--- src/rtl/seg7_scan_driver.sv ---
// rtl/seg7_scan_driver.sv - memory-mapped 4-digit hex display scanner feeding a 7-segment decoder
module seg7_scan_driver #(
   parameter logic [7:0] BASE_ADDR   = 8'hD0,
   parameter int         REFRESH_DIV = 100000,
   parameter int         CNT_W       = 17
) (
   input  logic       CLK,
   input  logic       RESET_N,
   input  logic [7:0] BUS_ADDR,
   input  logic [7:0] BUS_DATA,
   input  logic       BUS_WE,
   output logic [1:0] SEG_SELECT,
   output logic [3:0] BIN,
   output logic       DOT
);

   localparam logic [CNT_W-1:0] CNT_LAST = CNT_W'(REFRESH_DIV - 1);

   logic [15:0]      value;
   logic [7:0]       stage;
   logic [3:0]       dotmask;
   logic [3:0]       enmask;
   logic [CNT_W-1:0] cnt;
   logic             tick;
   logic [1:0]       idx;
   logic [1:0]       idx_next;
   logic [3:0]       eff_mask;
   logic [1:0]       cand1;
   logic [1:0]       cand2;
   logic [1:0]       cand3;

   logic wr_stage;
   logic wr_value;
   logic wr_dot;
   logic wr_en;

   assign wr_stage = BUS_WE && (BUS_ADDR == BASE_ADDR);
   assign wr_value = BUS_WE && (BUS_ADDR == BASE_ADDR + 8'd1);
   assign wr_dot   = BUS_WE && (BUS_ADDR == BASE_ADDR + 8'd2);
   assign wr_en    = BUS_WE && (BUS_ADDR == BASE_ADDR + 8'd3);

   // Register file: low byte is staged so the 16-bit value commits atomically on the high-byte write
   always_ff @(posedge CLK or negedge RESET_N) begin
      if (!RESET_N) begin
         value   <= 16'h0000;
         stage   <= 8'h00;
         dotmask <= 4'h0;
         enmask  <= 4'hF;
      end else begin
         if (wr_stage) stage   <= BUS_DATA;
         if (wr_value) value   <= {BUS_DATA, stage};
         if (wr_dot)   dotmask <= BUS_DATA[3:0];
         if (wr_en)    enmask  <= BUS_DATA[3:0];
      end
   end

   assign tick = (cnt == CNT_LAST);

   // Prescaler: one tick per digit slot, wrapping after REFRESH_DIV cycles
   always_ff @(posedge CLK or negedge RESET_N) begin
      if (!RESET_N) begin
         cnt <= '0;
      end else if (tick) begin
         cnt <= '0;
      end else begin
         cnt <= cnt + CNT_W'(1);
      end
   end

   assign cand1 = idx + 2'd1;
   assign cand2 = idx + 2'd2;
   assign cand3 = idx + 2'd3;

   // Next digit: first enabled digit in cyclic order after the current one; an all-zero mask means all on
   always_comb begin
      eff_mask = (enmask == 4'h0) ? 4'hF : enmask;
      idx_next = idx;
      if (eff_mask[cand1]) begin
         idx_next = cand1;
      end else if (eff_mask[cand2]) begin
         idx_next = cand2;
      end else if (eff_mask[cand3]) begin
         idx_next = cand3;
      end
   end

   // Scan index moves only on tick, so a disabled current digit stays until its slot ends
   always_ff @(posedge CLK or negedge RESET_N) begin
      if (!RESET_N) begin
         idx <= 2'd0;
      end else if (tick) begin
         idx <= idx_next;
      end
   end

   // Registered decoder drive, refreshed every cycle from the current index and registers
   always_ff @(posedge CLK or negedge RESET_N) begin
      if (!RESET_N) begin
         SEG_SELECT <= 2'd0;
         BIN        <= 4'h0;
         DOT        <= 1'b0;
      end else begin
         SEG_SELECT <= idx;
         BIN        <= value[{idx, 2'b00} +: 4];
         DOT        <= dotmask[idx];
      end
   end

endmodule
--- config.mk ---
export PLATFORM = sky130hd
export DESIGN_NAME = seg7_scan_driver
export DESIGN_NICKNAME = d
export VERILOG_FILES = /design/src/rtl/seg7_scan_driver.sv
export SDC_FILE = /design/constraint.sdc
export NUM_CORES = 1
export LEC_CHECK = 0
export ABC_AREA = 1
export ABC_CLOCK_PERIOD_IN_PS = 4400
export BUFFER_PORTS_ARGS = -buffer_cell sky130_fd_sc_hd__buf_2
export CORE_ASPECT_RATIO = 1.4
export CORE_UTILIZATION = 63
export DETAILED_ROUTE_END_ITERATION = 8
export PLACE_DENSITY = 0.81
export SLEW_MARGIN = 40
export SYNTH_ARGS = -nofsm -noshare
export SYNTH_HDL_FRONTEND = slang
export SYNTH_SLANG_ARGS = --single-unit
--- constraint.sdc ---
create_clock -name CLK -period 4.4 [get_ports CLK]
set_clock_uncertainty 0.2 [all_clocks]
set_input_delay 0.66 -clock CLK [delete_from_list [all_inputs] [get_ports CLK]]
set_output_delay 0.66 -clock CLK [all_outputs]
set_load 0.05 [all_outputs]
==> results.yml, run 1 <==
yosys:
  async_flop_share: 1.000
  synth_area_leader_cell: "dfrtp_1"
  synth_compound_area_frac: 0.09982
  synth_cell_types: 30
  yosys.area.top_type_share: 0.4900
  ys_seq_elements: 58
  synthAdderAreaFrac: 0.004537
  ys_top_cells_by_area: "dfrtp_1 (49%), nand2_1 (11%), inv_1 (6.4%), o21ai_0 (6.0%), dfstp_2 (3.8%)"
  netlist_top_cells_count: "nand2_1 (82), dfrtp_1 (54), inv_1 (47), o21ai_0 (33), nor2_1 (26)"
  syn_area_um2: 2758
  synth.area.mux_share: 0.03811
  yosysMostFrequentCell: "nand2_1"
  synth_top_family_by_area: "simple AND/OR/NAND/NOR gates"
  ys_seq_area_frac: 0.5281
  synth_edf_count: 0
  synth_ff_type: "dfrtp_1"
  synth_cells: 322
  syn_nets: 342
  synth-simple-area-share: 0.2414
  syn_area_per_cell_um2: 8.564
  synthXorXnorAreaFrac: 0.01270
  ys.warnings.count: 0
detailed_routing:
  wire_per_inst_um: 12.82
  drc: 0
  wl_met2_mm: 2.733
  top_layer: "met4"
  wl_met3_um: 172
  vias: 2190
  drt-total-wl_mm: 5.205
  wl_met1_mm: 2.165
  initialDrtViolationCount: 129
  ant_nets: 0
  first_pass_iters: 4
  vias_per_cell: 5.394
layout:
  area_growth_pct: 12.43
  design_area_um2: 3100
  multi_input_area_um2: 1094
  seqCellArea_um2: 1456
  drive_above_1_share: 0.1801
  diodes: 0
  final_cells: 406
  num-nets-final: 376
  nFillCells: 325
die:
  pin_count: 26
  die_x_um: 57.92
  core_area_um2: 4204
  dieArea_um2: 4649
  row_count: 28
  die_height_um: 80.28
  initial_utilization: 0.6560
clocking:
  cts_resized: 0
  cts-root-buf: "clkbuf_8"
  cts_setup_buffers: 0
  clk_path_buf_depth: 2
  hold_buffers: 0
  h-tree-depth: 3
  tritoncts: "built"
  clkSinkCount: 58
  path_clk_slew_ns: 0.07
  cts_buffers: 9
  clk_latency_ns: 0.33
pwr:
  clkPwrFrac: 0.405
  swShare: 0.2413
  pwr_density_cell_nw_per_um2: 332.8
  comb_power_share: 0.059
  p_seq_frac: 0.536
  p_int_mw: 0.7828
  power_leakage_nw: 1.626
  vdd_ir_drop_max_mv: 0.2987
  power.switching_mw: 0.2490
timing:
  layout_min_cycle_time_ns: 1.957
  slew_headroom: 0.6451
  finalHoldViolations: 0
  fin_setup_tns_ns: 0
  worst_slew_pin_slew_ns: 0.5309
  setup_viol: 0
  min_period_over_period: 0.4448
  rsz0062_at_grt: "false"
  finalMaxSlewViolations: 0
  fmax_mhz: 511.0
global_route:
  grt_pass1_wl_mm: 9.066
  antenna_found_initial: 0
  track_usage: 0.2656
  grt_pass1_vias: 2097
  grt_max_degree: 38
  grt_overflow: 0
place:
  placed_cells: 390
  port_buffers: 25
  gp_congestion: 0.9827
  placed_area_um2: 2927
  place_hpwl_mm: 3.752
outcome:
  status: "finished, final reports clean"
critical_path:
  critPathMaxFanout: 24
  start_kind: "input pin"
  required_ns: 4.42
  worst-setup-path-type: "input pin to register"
  critPathArrivalTime_ns: 1.97
  cp-end-kind: "register"
worst_hold_path:
  hp-class: "input pin to asynchronous set/reset pin"
run:
  maxCapViolations: 0
==> final timing paths <==
check	startpoint	end	slack [ns]	cells after the start
max	BUS_ADDR[3]	value[6]	2.44	5
min	RESET_N	cnt[4]	0.08	1
max reg2reg	cnt[0]	cnt[14]	2.54	10
min reg2reg	value[15]	value[15]	0.29	2
max in group asynchronous	RESET_N	BIN[3]	3.27	2
min in group CLK	value[15]	value[15]	0.29	2
==> metal layers <==
metal  GRT usage  vias up
met4      0.1333        0
met1      0.2992     1013
met3     0.07407       14
li1            -     1104
met5           0        -
met2      0.4540       59
==> layout make-up <==
| type | count | area share |
|---|---|---|
| inverters | 50 | 0.06053 |
| repair buffers | 26 | 0.04358 |
| clock buffers | 11 | 0.04560 |
| well taps | 45 | 0.01816 |
| clock inverters | 5 | 0.009685 |
| flip-flops and latches | 58 | 0.4697 |
| multi-input cells | 211 | 0.3527 |
==> sequential cells by signal, summed over array words and instances, names as in the netlist <==
signal      count
dotmask         4
DOT             1
SEG_SELECT      2
enmask          4
value          16
cnt            17
BIN             4
stage           8
idx             2
==> kinds of logic (layout without fill, tap and decap cells) <==
logic type / count (synthesis) / count (layout)
and+or+nand+nor: 148 / 148
DFF: 58 / 58
xor gates and xnor gates: 4 / 4
adders and majority gates: 1 / 1
AOI/OAI and AO/OA: 50 / 50
buffers and inverters: 53 / 92
muxes: 8 / 8
==> per-stage QoR <==
step | power (mW) | setup slack [ns] | util | hold WS, ns
6_report | 1.032 | 2.443 | 0.7375 | 0.08121
3_3_place_gp | 0.6214 | 2.134 | 0.6961 | 0.2668
3_5_place_dp | 0.6238 | 2.077 | 0.6961 | 0.2732
5_1_grt | 1.078 | 2.300 | 0.7375 | 0.09987
4_1_cts | 1.042 | 2.448 | 0.7369 | 0.2316
2_1_floorplan | 0.5955 | 2.469 | - | 0.1644
==> cell usage in the layout (no fill, tap or decap), drive strengths merged <==
| master | count |
|---|---|
| clkbuf | 11 |
| a21o | 1 |
| a21oi | 7 |
| nand3 | 20 |
| buf | 26 |
| nor3 | 5 |
| nor2 | 31 |
| dfstp | 4 |
| nand4 | 6 |
| xor2 | 2 |
| inv | 50 |
| or3 | 1 |
| or2 | 1 |
| nor3b | 1 |
| a22oi | 8 |
| a211oi | 1 |
| ha | 1 |
| clkinv | 3 |
| mux2 | 8 |
| dfrtp | 54 |
| nand2 | 82 |
| o21ai | 33 |
| nand3b | 1 |
| xnor2 | 2 |
| clkinvlp | 2 |
==> power groups by stage <==
stage	Clock, mW	Combinational [mW]	Sequential [mW]
global placement	0	0.0595	0.562
CTS	0.428	0.0616	0.553
finish	0.418	0.0608	0.553
floorplan	0	0.0329	0.563
detailed placement	0	0.0615	0.562
global route	0.454	0.0704	0.554
==> critical path, cell delays in order <==
cell and delay (ns):
buf_2 0.09, or2_1 0.24, nor2_2 0.13, nand3_2 0.41, mux2_4 0.44
(Power assumes the default switching activity.)
==> run 2: changes to the inputs <==
ABC_CLOCK_PERIOD_IN_PS = 1700   (was 4400)
CORE_UTILIZATION = 53   (was 63)
PLACE_DENSITY = 0.72   (was 0.81)
clock period = 1.7 ns   (was 4.4 ns; I/O delays follow)
==> results.yml, run 2 (same netlist as run 1, synthesis figures left out) <==
outcome:
  status: "finished, violations left"
  violations: "setup timing"
critical_path:
  worst-setup-path-type: "register to register"
  regToRegSetupSlack_ns: -0.006
  r2r_start: "cnt[0]"
  required_ns: 1.74
  reg2reg_to: "cnt[14]"
  critPathArrivalTime_ns: 1.74
  start_kind: "register"
  cp-end-kind: "register"
  reg2reg_depth: 10
  critPathMaxFanout: 3
place:
  place_hpwl_mm: 4.102
  port_buffers: 25
  placed_area_um2: 3126
  post-place-ws_ns: -0.04834
  gp_congestion: 0.8697
layout:
  largest-register: "cnt"
  diodes: 0
  largest_register_ffs: 17
  design_area_um2: 3500
  layout_common_cells: "nand2_1 (74), dfrtp_1 (53), inv_1 (47), o21ai_0 (32), buf_2 (25)"
  reg.largest.list: "cnt: 17 flops, value: 16 flops, stage: 8 flops"
  area_growth_pct: 26.91
  num-nets-final: 402
  final_util: 0.7117
  drive_above_1_share: 0.2765
  layout_commonest_cell: "nand2_1"
timing:
  fin_ws_ns: -0.006032
  fmax_mhz: 586.2
  rsz0062_at_grt: "true"
  layout_min_cycle_time_ns: 1.706
  min_period_over_period: 1.004
  setup_viol: 1
  finalHoldViolations: 0
  finalMaxSlewViolations: 0
  fin_setup_tns_ns: -0.006032
  worst_slew_pin_slew_ns: 0.3627
  slew_headroom: 0.7582
global_route:
  grt_pass1_wl_mm: 9.597
  grt_max_degree: 45
  grt_pass1_vias: 2238
  grt_overflow: 0
  track_usage: 0.2331
  antenna_found_initial: 0
die:
  core_area_um2: 4917
  die_x_um: 62.97
  row_count: 30
  pin_count: 26
  dieArea_um2: 5500
  die_height_um: 87.35
  initial_utilization: 0.5608
worst_hold_path:
  min_to: "enmask[1]"
  holdPathStages: 3
  hp-class: "input pin to register"
  hold_path_startpoint: "BUS_DATA[1]"
pwr:
  vdd_ir_drop_max_mv: 0.7273
  comb_power_share: 0.061
  p_seq_frac: 0.468
  pwr_density_cell_nw_per_um2: 872.2
  power.switching_mw: 0.7389
  finalPower_mw: 3.052
  p_int_mw: 2.313
  power_leakage_nw: 1.806
  swShare: 0.2421
  clkPwrFrac: 0.471
detailed_routing:
  vias: 2304
  initialDrtViolationCount: 119
  drt-total-wl_mm: 5.837
  wire_per_inst_um: 12.94
  drc: 0
  vias_per_cell: 5.109
  first_pass_iters: 4
  ant_nets: 0
clocking:
  clk_latency_ns: 0.35
  clk_path_buf_depth: 2
  clkSinkCount: 58
  cts-root-buf: "clkbuf_8"
  h-tree-depth: 3
  path_clk_slew_ns: 0.07
  tritoncts: "built"
  cts_buffers: 9
run:
  maxCapViolations: 0
==> run 2: cell types whose count changed in the layout (fill, tap and decap cells not counted), sizes merged <==
| cell | before | now |
|---|---|---|
| clkbuf | 11 | 9 |
| bufinv | 0 | 2 |
| inv | 50 | 51 |
| clkinv | 3 | 2 |
| buf | 26 | 47 |
| dlygate4sd3 | 0 | 5 |
==> run 2: how the worst max path moves through the flow <==
stage / startpoint / endpoint / cells after the start
finish: cnt[0] / cnt[14] / 10
detailed placement: enmask[3] / idx[1] / 11
global route: cnt[0] / cnt[14] / 10
global placement: enmask[3] / idx[1] / 11
CTS: cnt[0] / idx[0] / 8
floorplan: cnt[0] / cnt[14] / 10
==> run 2: what timing repair did <==
| item | 4_1_cts | 5_1_grt |
|---|---|---|
| setup endpoints to repair | 3 | 12 |
| endpoints found under the hold margin | 66 | 0 |
| hold buffers | 5 | 0 |
| setup buffers | 0 | 1 |
| pin swaps | 0 | 5 |
| gates resized for setup | 4 | 22 |
==> run 2: power by group through the flow <==
stage / clock (mW) / combinational [mW] / sequential, mW
floorplan: 0 / 0.0852 / 1.46
global placement: 0 / 0.159 / 1.45
detailed placement: 0 / 0.165 / 1.46
CTS: 1.45 / 0.177 / 1.43
global route: 1.50 / 0.214 / 1.43
finish: 1.44 / 0.186 / 1.43
==> run 2: critical path, cell delays in order (launching register included) <==
cell and delay, ns:
dfrtp_1 0.36, ha_2 0.19, nand2_2 0.08, nor2_4 0.14
nand2_2 0.09, nor2_4 0.14, inv_2 0.07, nor3_4 0.14
nand3_1 0.10, nand2_1 0.06, nor2_1 0.04
==> run 2: area by class of cell <==
cell class                      instances  area, um^2
Inverter                               50       187.7
Sequential cell                        58        1458
Timing Repair Buffer                   52       365.4
Multi-Input combinational cell        211        1184
Clock buffer                            9       123.9
Fill cell                             398        1418
Tap cell                               64       80.08
Clock inverter                          7       101.3
==> run 2: through the flow <==
step | hold slack [ns] | cells
2_1_floorplan | -0.2406 | 322
3_3_place_gp | -0.01905 | 429
3_5_place_dp | -0.01547 | 429
4_1_cts | 0.008073 | 450
5_1_grt | 0.03836 | 451
6_report | 0.01342 | 451
==> run 2: per-layer routing <==
| metal | share of wire | global-route usage | vias to the layer above |
|---|---|---|---|
| met5 | 0 | 0 | - |
| met4 | 0.025 | 0.1247 | 0 |
| met3 | 0.030 | 0.05366 | 13 |
| met2 | 0.54 | 0.4174 | 44 |
| met1 | 0.40 | 0.2539 | 1094 |
| li1 | - | - | 1153 |
==> run 3: changes to the inputs <==
SKIP_LAST_GASP = 1   (was default)
==> results.yml, run 3 (same netlist as run 1, synthesis figures left out) <==
outcome:
  status: "finished, final reports clean"
detailed_routing:
  wire_per_inst_um: 13.13
  vias: 2310
  first_pass_iters: 4
  ant_nets: 0
  initialDrtViolationCount: 131
  vias_per_cell: 5.122
  drc: 0
  drt-total-wl_mm: 5.920
timing:
  fmax_mhz: 588.5
  slew_headroom: 0.7570
  fin_setup_tns_ns: 0
  finalMaxSlewViolations: 0
  setup_viol: 0
  rsz0062_at_grt: "true"
  worst_slew_pin_slew_ns: 0.3645
  finalHoldViolations: 0
  holdWs_ns: 0.01337
  min_period_over_period: 0.9995
  layout_min_cycle_time_ns: 1.699
clocking:
  h-tree-depth: 3
  clkSinkCount: 58
  cts_buffers: 9
  tritoncts: "built"
  clk_path_buf_depth: 2
  path_clk_slew_ns: 0.07
  clk_latency_ns: 0.35
  cts-root-buf: "clkbuf_8"
layout:
  drive_above_1_share: 0.2765
  reg.largest.list: "cnt: 17 flops, value: 16 flops, stage: 8 flops"
  largest_register_ffs: 17
  area_growth_pct: 26.63
  nFillCells: 399
  layout_common_cells: "nand2_1 (74), dfrtp_1 (53), inv_1 (47), o21ai_0 (32), buf_2 (25)"
  largest-register: "cnt"
  design_area_um2: 3492
  final_util: 0.7102
  diodes: 0
  num-nets-final: 402
  layout_commonest_cell: "nand2_1"
critical_path:
  critPathMaxFanout: 3
  cp-startpoint: "cnt[0]"
  required_ns: 1.73
  start_kind: "register"
  cp-end-kind: "register"
  critPathArrivalTime_ns: 1.73
  r2r_start: "cnt[0]"
  worst-setup-path-type: "register to register"
pwr:
  pwr_density_cell_nw_per_um2: 874.1
  finalPower_mw: 3.052
  vdd_ir_drop_max_mv: 0.7319
  power_leakage_nw: 1.805
place:
  port_buffers: 25
  place_hpwl_mm: 4.102
  gp_congestion: 0.8697
  placed_area_um2: 3126
global_route:
  grt_max_degree: 45
  antenna_found_initial: 0
  grt_overflow: 0
  grt_pass1_vias: 2238
  grt_pass1_wl_mm: 9.597
  track_usage: 0.2331
die:
  die_height_um: 87.35
  pin_count: 26
  core_area_um2: 4917
  row_count: 30
  die_x_um: 62.97
  initial_utilization: 0.5608
  dieArea_um2: 5500
worst_hold_path:
  hp-class: "input pin to register"
  hold_path_startpoint: "BUS_DATA[1]"
run:
  maxCapViolations: 0
## run 3: power breakdown
group,switching (mW),total (mW),internal (mW)
sequential,0.0173,1.43,1.41
clock,0.603,1.44,0.834
combinational,0.119,0.186,0.0674
## run 3: layer usage
layer / part of all wire / vias to the layer above / global-route usage
li1: - / 1154 / -
met1: 0.40 / 1092 / 0.2539
met2: 0.54 / 52 / 0.4174
met3: 0.034 / 12 / 0.05366
met4: 0.021 / 0 / 0.1247
met5: 0 / - / 0
## run 3: area by class of cell
cell class	count	area [um^2]	share of cell area
clock buffer	9	123.9	0.03547
timing repair buffer	52	365.4	0.1046
inverter	50	187.7	0.05374
multi-input combinational	211	1176	0.3368
clock inverter	7	101.3	0.02902
tap	64	80.08	0.02293
sequential	58	1458	0.4174
## run 3: what timing repair did
action | in CTS | in global routing
setup endpoints to repair | 3 | 12
hold endpoints to repair | 66 | 0
pin swaps | 0 | 5
resized for setup | 4 | 21
buffers inserted | 0 | 1
hold buffers | 5 | 0
## run 3: critical path, stage by stage, from the launching register on
cell and delay (ns):
dfrtp_1 0.36, ha_2 0.19, nand2_2 0.08, nor2_4 0.15, nand2_2 0.09, nor2_4 0.13
inv_2 0.06, nor3_4 0.14, nand3_1 0.10, nand2_1 0.07, nor2_1 0.04
## run 3: worst paths after layout
| path | cells after the start | slack, ns | endpoint |
|---|---|---|---|
| worst max-delay path | 10 | 0.0008 | cnt[14] |
| worst min-delay path | 3 | 0.01 | enmask[1] |
| worst max register to register | 10 | 0.0008 | cnt[14] |
| worst min register to register | 2 | 0.28 | stage[0] |
| max in group asynchronous | 3 | 0.60 | BIN[3] |
| min in group asynchronous | 2 | 0.16 | dotmask[0] |
## run 3: through the flow
stage / setup WS (ns) / std cells
finish: 0.0008183 / 451
global route: -0.1676 / 451
global placement: -0.009822 / 429
CTS: 0.01036 / 450
detailed placement: -0.04834 / 429
floorplan: 0.05990 / 322
